File: src/rtl/data_loader_pkg.sv
// -----------------------------------------------------------------------------
// data_loader_pkg
// Shared types and constants for the APF data loader Wishbone writer.
//   wb_state_e      : bus sequencer states (IDLE, WRITE)
//   SEL_ALL         : byte-select value for full-word writes
//   COUNT_WIDTH     : width of the completed-write counter
//   timeout_width() : bits needed to hold a watchdog count of TIMEOUT_CYCLES
// -----------------------------------------------------------------------------
package data_loader_pkg;

   typedef enum logic {
      IDLE  = 1'b0,
      WRITE = 1'b1
   } wb_state_e;

   localparam logic [3:0] SEL_ALL     = 4'hF;
   localparam int         COUNT_WIDTH = 16;

   // Width of a counter that must be able to hold the value timeout_cycles.
   function automatic int timeout_width(input int timeout_cycles);
      int w;
      w = $clog2(timeout_cycles + 1);
      return (w < 1) ? 1 : w;
   endfunction

endpackage

File: src/rtl/data_loader_fifo.sv
// -----------------------------------------------------------------------------
// data_loader_fifo
// Single-clock synchronous FIFO with first-word-fall-through head output.
// A push is accepted when the FIFO is not full, or when a pop happens on the
// same edge (the freed slot is reused, so the count stays unchanged).
//   clk_i   : clock
//   rst_i   : asynchronous active-high reset, empties the FIFO
//   push_i  : write request
//   data_i  : write data
//   pop_i   : remove the head entry (ignored when empty)
//   head_o  : current head entry, valid while empty_o is low
//   full_o  : registered full flag
//   empty_o : registered empty flag
// -----------------------------------------------------------------------------
module data_loader_fifo #(
   parameter int WIDTH = 32,
   parameter int DEPTH = 8
) (
   input  logic             clk_i,
   input  logic             rst_i,
   input  logic             push_i,
   input  logic [WIDTH-1:0] data_i,
   input  logic             pop_i,
   output logic [WIDTH-1:0] head_o,
   output logic             full_o,
   output logic             empty_o
);

   localparam int PTR_W = $clog2(DEPTH);
   localparam int CNT_W = PTR_W + 1;

   logic [WIDTH-1:0] mem_q [DEPTH];
   logic [PTR_W-1:0] wr_ptr_q, rd_ptr_q;
   logic [CNT_W-1:0] count_q, count_d;
   logic             full_q, empty_q;
   logic             accept, take;

   assign accept  = push_i & (~full_q | pop_i);
   assign take    = pop_i & ~empty_q;
   assign count_d = count_q + CNT_W'(accept) - CNT_W'(take);

   // NOTE: storage is deliberately left out of reset; only the pointers and
   // flags define which entries are valid, and a reset array costs a mux per bit.
   always_ff @(posedge clk_i) begin
      if (accept) begin
         mem_q[wr_ptr_q] <= data_i;
      end
   end

   // NOTE: every register here is updated with <= so all of them see the
   // pre-edge values of each other, exactly like the hardware flops.
   always_ff @(posedge clk_i or posedge rst_i) begin
      if (rst_i) begin
         wr_ptr_q <= '0;
         rd_ptr_q <= '0;
         count_q  <= '0;
         full_q   <= 1'b0;
         empty_q  <= 1'b1;
      end else begin
         if (accept) wr_ptr_q <= wr_ptr_q + 1'b1;
         if (take)   rd_ptr_q <= rd_ptr_q + 1'b1;
         count_q <= count_d;
         full_q  <= (count_d == CNT_W'(DEPTH));
         empty_q <= (count_d == '0);
      end
   end

   assign head_o  = mem_q[rd_ptr_q];
   assign full_o  = full_q;
   assign empty_o = empty_q;

endmodule

File: src/rtl/data_loader_wb_writer.sv
// -----------------------------------------------------------------------------
// data_loader_wb_writer
// Buffers the loader's single-cycle write strobes and replays them as
// Wishbone B4 classic single-word writes, one transaction at a time, with a
// watchdog on every transaction.
//   clk_memory      : memory clock, only clock in the block
//   reset           : asynchronous active-high reset
//   write_en        : one-cycle write strobe from the loader
//   write_addr      : byte address, qualified by write_en
//   write_data      : data word, qualified by write_en
//   wb_cyc/wb_stb   : Wishbone cycle / strobe
//   wb_we           : Wishbone write enable (high with wb_cyc)
//   wb_adr          : Wishbone word address
//   wb_dat_w        : Wishbone write data
//   wb_sel          : byte selects
//   wb_ack/wb_err   : Wishbone responses
//   busy            : FIFO non-empty or a transaction in progress
//   overflow        : sticky, a write was dropped because the FIFO was full
//   error           : sticky, a transaction ended with wb_err or a timeout
//   completed_count : number of acked writes, wraps at 16 bits
// -----------------------------------------------------------------------------
module data_loader_wb_writer
   import data_loader_pkg::*;
#(
   parameter int                      ADDRESS_SIZE   = 28,
   parameter int                      FIFO_DEPTH     = 8,
   parameter int                      WB_ADR_WIDTH   = 30,
   parameter logic [WB_ADR_WIDTH-1:0] WB_BASE_WORD   = '0,
   parameter int                      BYTE_SWAP      = 0,
   parameter int                      TIMEOUT_CYCLES = 255
) (
   input  logic                    clk_memory,
   input  logic                    reset,
   input  logic                    write_en,
   input  logic [ADDRESS_SIZE-1:0] write_addr,
   input  logic [31:0]             write_data,
   output logic                    wb_cyc,
   output logic                    wb_stb,
   output logic                    wb_we,
   output logic [WB_ADR_WIDTH-1:0] wb_adr,
   output logic [31:0]             wb_dat_w,
   output logic [3:0]              wb_sel,
   input  logic                    wb_ack,
   input  logic                    wb_err,
   output logic                    busy,
   output logic                    overflow,
   output logic                    error,
   output logic [15:0]             completed_count
);

   localparam int ENTRY_W = ADDRESS_SIZE + 32;
   localparam int TMO_W   = timeout_width(TIMEOUT_CYCLES);
   // The counter is cleared at the start edge and advances once per waiting
   // edge, so it reaches TIMEOUT_CYCLES on the edge after it holds this value.
   localparam logic [TMO_W-1:0] TMO_LAST = TMO_W'(TIMEOUT_CYCLES - 1);

   // ---------------------------------------------------------------- buffer
   logic [ENTRY_W-1:0]      fifo_head;
   logic                    fifo_full, fifo_empty;
   logic                    pop;
   logic [ADDRESS_SIZE-1:0] head_addr;
   logic [31:0]             head_data;

   data_loader_fifo #(
      .WIDTH (ENTRY_W),
      .DEPTH (FIFO_DEPTH)
   ) u_fifo (
      .clk_i   (clk_memory),
      .rst_i   (reset),
      .push_i  (write_en),
      .data_i  ({write_addr, write_data}),
      .pop_i   (pop),
      .head_o  (fifo_head),
      .full_o  (fifo_full),
      .empty_o (fifo_empty)
   );

   assign head_addr = fifo_head[ENTRY_W-1:32];
   assign head_data = fifo_head[31:0];

   // ------------------------------------------------------ head conversion
   logic [WB_ADR_WIDTH-1:0] adr_conv;
   logic [31:0]             dat_conv;

   // Byte address to word address; the sum wraps at the bus address width.
   assign adr_conv = WB_ADR_WIDTH'(head_addr >> 2) + WB_BASE_WORD;
   assign dat_conv = (BYTE_SWAP != 0)
                   ? {head_data[7:0], head_data[15:8], head_data[23:16], head_data[31:24]}
                   : head_data;

   // ------------------------------------------------------------ sequencer
   wb_state_e               state_q, state_d;
   logic [TMO_W-1:0]        tmo_q, tmo_d;
   logic                    cyc_q, cyc_d;
   logic [WB_ADR_WIDTH-1:0] adr_q, adr_d;
   logic [31:0]             dat_q, dat_d;
   logic [3:0]              sel_q, sel_d;
   logic [COUNT_WIDTH-1:0]  count_q, count_d;
   logic                    overflow_q, overflow_d;
   logic                    error_q, error_d;

   // NOTE: every signal driven here gets a default first, so no path through
   // the case statement can leave one unassigned and infer a latch.
   always_comb begin
      state_d = state_q;
      tmo_d   = tmo_q;
      cyc_d   = cyc_q;
      adr_d   = adr_q;
      dat_d   = dat_q;
      sel_d   = sel_q;
      count_d = count_q;
      error_d = error_q;
      pop     = 1'b0;

      unique case (state_q)
         IDLE: begin
            // Responses seen while idle are stale and ignored.
            if (!fifo_empty) begin
               adr_d   = adr_conv;
               dat_d   = dat_conv;
               sel_d   = SEL_ALL;
               cyc_d   = 1'b1;
               tmo_d   = '0;
               state_d = WRITE;
            end
         end
         WRITE: begin
            // The head stays in the FIFO until the transaction ends.
            if (wb_err) begin
               pop     = 1'b1;
               error_d = 1'b1;
               cyc_d   = 1'b0;
               state_d = IDLE;
            end else if (wb_ack) begin
               pop     = 1'b1;
               count_d = count_q + COUNT_WIDTH'(1);
               cyc_d   = 1'b0;
               state_d = IDLE;
            end else if (tmo_q == TMO_LAST) begin
               pop     = 1'b1;
               error_d = 1'b1;
               cyc_d   = 1'b0;
               state_d = IDLE;
            end else begin
               tmo_d = tmo_q + 1'b1;
            end
         end
         default: state_d = IDLE;
      endcase

      // A push into a full FIFO is lost unless the same edge frees a slot.
      overflow_d = overflow_q | (write_en & fifo_full & ~pop);
   end

   always_ff @(posedge clk_memory or posedge reset) begin
      if (reset) begin
         state_q    <= IDLE;
         tmo_q      <= '0;
         cyc_q      <= 1'b0;
         adr_q      <= '0;
         dat_q      <= '0;
         sel_q      <= '0;
         count_q    <= '0;
         overflow_q <= 1'b0;
         error_q    <= 1'b0;
      end else begin
         state_q    <= state_d;
         tmo_q      <= tmo_d;
         cyc_q      <= cyc_d;
         adr_q      <= adr_d;
         dat_q      <= dat_d;
         sel_q      <= sel_d;
         count_q    <= count_d;
         overflow_q <= overflow_d;
         error_q    <= error_d;
      end
   end

   // cyc, stb and we always move together, so one flop drives all three.
   assign wb_cyc          = cyc_q;
   assign wb_stb          = cyc_q;
   assign wb_we           = cyc_q;
   assign wb_adr          = adr_q;
   assign wb_dat_w        = dat_q;
   assign wb_sel          = sel_q;
   assign busy            = ~fifo_empty | (state_q != IDLE);
   assign overflow        = overflow_q;
   assign error           = error_q;
   assign completed_count = count_q;

endmodule

File: config.mk
export PLATFORM = sky130hd
export DESIGN_NAME = data_loader_wb_writer
export DESIGN_NICKNAME = d
export VERILOG_FILES = /design/src/rtl/data_loader_pkg.sv /design/src/rtl/data_loader_fifo.sv /design/src/rtl/data_loader_wb_writer.sv
export SDC_FILE = /design/constraint.sdc
export NUM_CORES = 1
export LEC_CHECK = 0
export CAP_MARGIN = 15
export CORE_MARGIN = 5
export CORE_UTILIZATION = 40
export DETAILED_ROUTE_END_ITERATION = 6
export SYNTH_ARGS = -nofsm -noshare
export SYNTH_HDL_FRONTEND = slang
export SYNTH_HIERARCHICAL = 1
export SYNTH_SLANG_ARGS = --single-unit
File: constraint.sdc
create_clock -name clk_memory -period 9.5 [get_ports clk_memory]
set_clock_uncertainty 0.05 [all_clocks]
set_input_delay 2.85 -clock clk_memory [delete_from_list [all_inputs] [get_ports clk_memory]]
set_output_delay 2.85 -clock clk_memory [all_outputs]
set_load 0.03 [all_outputs]
==> flow_summary.json <==
{
  "status": "finished, final reports clean",
  "timing.fmax_ghz": 0.169,
  "viasPerCell": 5.23,
  "avgSynthCellArea_um2": 21.8,
  "dieArea_um2": 58900,
  "fin_nets": 1238,
  "vdd_drop_max_mv": 0.357,
  "hpwl_um": 23300,
  "cts_tree": "yes",
  "post_cts_buffers": 0,
  "syn_area_um2": 21600,
  "critPathKind": "input pin to flop",
  "fp.dieH_um": 243,
  "grt_pass1_wl_um": 67100,
  "setup_viol": 0,
  "drv_cap": 0,
  "worst_slack_ns": 3.58,
  "portBuffers": 146,
  "wl_um": 43500,
  "tightest_slew_ns": 1.06,
  "num_rows": 85,
  "post-route-period-util_pct": 62.4,
  "finish.utilization_pct": 48.2,
  "grt_antenna_before_repair": 6,
  "drtIter0Drc": 614,
  "gp_congestion": 0.725,
  "end_kind": "flop",
  "hp-start": "error",
  "ant_nets": 0,
  "r2r_end": "u_fifo/empty_o",
  "cts_buffers": 57,
  "whs_path_depth": 1,
  "timing.slew.headroom_pct": 29.5,
  "grt_pass1_vias": 10800,
  "p_leak_uw": 0.00864,
  "cts-resized-gates": 0,
  "place_ws_ns": 2.91,
  "maxSlewViolCount": 0,
  "hold_buffers": 0,
  "start_util_pct": 40.3,
  "detail_route.first_pass.iterations": 4,
  "fp.dieW_um": 243,
  "ios": 153,
  "cts_root_buf": "clkbuf_16",
  "worstPathRequired_ns": 9.99,
  "rsz0062_at_grt": "false",
  "grt_start_max_net_pins": 119,
  "coreArea_um2": 53700,
  "ff2ff_path_depth": 14,
  "finalSetupTns_ns": 0,
  "powerDensity_nw_per_um2": 320,
  "overflow": 0,
  "clkSlewWorstSetupHoldPaths_ns": 0.06,
  "drc": 0,
  "insertion_delay_ns": 0.61,
  "timing.rr.start": "tmo_q[0]",
  "reg2reg_slack_ns": 5.57,
  "clockBufferDepth": 3,
  "grt_usage_pct": 14.8,
  "worstPathArrival_ns": 6.41,
  "cp_max_fo": 7,
  "layout-drive-gt1-share_pct": 30.3,
  "hold_viol": 0,
  "synth_cells": 991,
  "syn2layout_area_growth_pct": 19.7,
  "wire_per_inst_um": 22.8,
  "h-tree-depth": 2,
  "holdPathEnd": "error",
  "dp_cells": 1800,
  "hold_path_class": "flop to flop",
  "yosys_warnings": 6,
  "via_count": 9987,
  "cts_num_sinks": 563,
  "finalNonFillerCells": 1910,
  "period_needed_ns": 5.92,
  "cp-start-kind": "input pin"
}
==> placed cells by master (no fill, tap or decap), drive strengths merged, types with 2 or more instances in the layout <==
master         count
or2                2
a221oi             2
nand2             13
a21oi              4
clkbuf            78
xnor2             16
nor4               3
bufinv             8
dfrtp             98
clkinv            17
o211ai             4
clkdlybuf4s50    146
mux4             116
ha                 9
clkinvlp           4
inv               15
o21ai              6
o311ai             2
xor2               6
diode              2
nand2b             5
nand4              7
mux2             118
nor2              10
nand3             13
edfxtp           464
nor3               7
conb               4
buf               15
and3               3
==> per-layer routing <==
layer | GRT usage, % | wire length [µm] | vias to the layer above
li1 | - | - | 4388
met1 | 20.7 | 19600 | 5359
met2 | 24.0 | 21100 | 169
met3 | 3.19 | 1940 | 63
met4 | 3.77 | 757 | 8
met5 | 0 | 48 | -
==> state kept, by name, summed over array words and instances, names as in the netlist <==
| register | count |
|---|---|
| u_fifo/full_o | 1 |
| overflow | 1 |
| completed_count | 16 |
| state_q | 1 |
| tmo_q | 8 |
| u_fifo/mem_q | 464 |
| u_fifo/empty_o | 1 |
| wb_adr | 26 |
| wb_dat_w | 32 |
| wb_cyc | 1 |
| u_fifo/rd_ptr_q | 3 |
| wb_sel | 1 |
| u_fifo/count_q | 4 |
| error | 1 |
| u_fifo/wr_ptr_q | 3 |
==> how the worst max path moves through the flow <==
stage	to	cells past startpoint	slack (ns)	from
after floorplan	u_fifo/mem_q[0][0]	4	0.09	wb_err
after global placement	u_fifo/empty_o	11	2.96	wb_ack
after global routing	u_fifo/empty_o	11	3.30	wb_ack
final	u_fifo/empty_o	11	3.58	wb_ack
after detailed placement	u_fifo/empty_o	10	2.91	wb_ack
after CTS	u_fifo/empty_o	10	3.55	wb_ack
==> worst max-delay path, cell delays in order <==
cell and delay (ns):
clkdlybuf4s50_1 0.55, o31ai_1 0.55, inv_1 0.18, o21ai_1 0.61, ha_1 0.24, inv_1 0.04
ha_1 0.23, fa_1 0.42, xor2_1 0.18, or3_1 0.33, o21ba_2 0.24
==> cell type report <==
class                           count  area (µm²)
Clock inverter                     30         380
Tap cell                          696         871
Fill cell                        4326       27800
Multi-Input combinational cell    366        4920
Inverter                           14        55.1
Clock buffer                       78        1660
Antenna cell                        2        5.00
Timing Repair Buffer              161        1590
Sequential cell                   563       16400
==> power breakdown <==
group | leakage (µW) | total, µW | switching [µW] | internal (µW)
Sequential | 0.00540 | 3430 | 259 | 3170
Clock | 0.000995 | 2370 | 931 | 1440
Combinational | 0.00224 | 2500 | 1250 | 1250
==> per-stage QoR <==
stage | cell area (µm²) | total power [µW] | hold slack [ns]
after CTS | 25900 | 8440 | 0.429
after global routing | 25900 | 8720 | 0.448
final | 25900 | 8300 | 0.424
after detailed placement | 23900 | 6050 | 0.414
after global placement | 23900 | 6010 | 0.401
after floorplan | 21700 | 5230 | 0.408
Power figures use the tool's default switching activity.
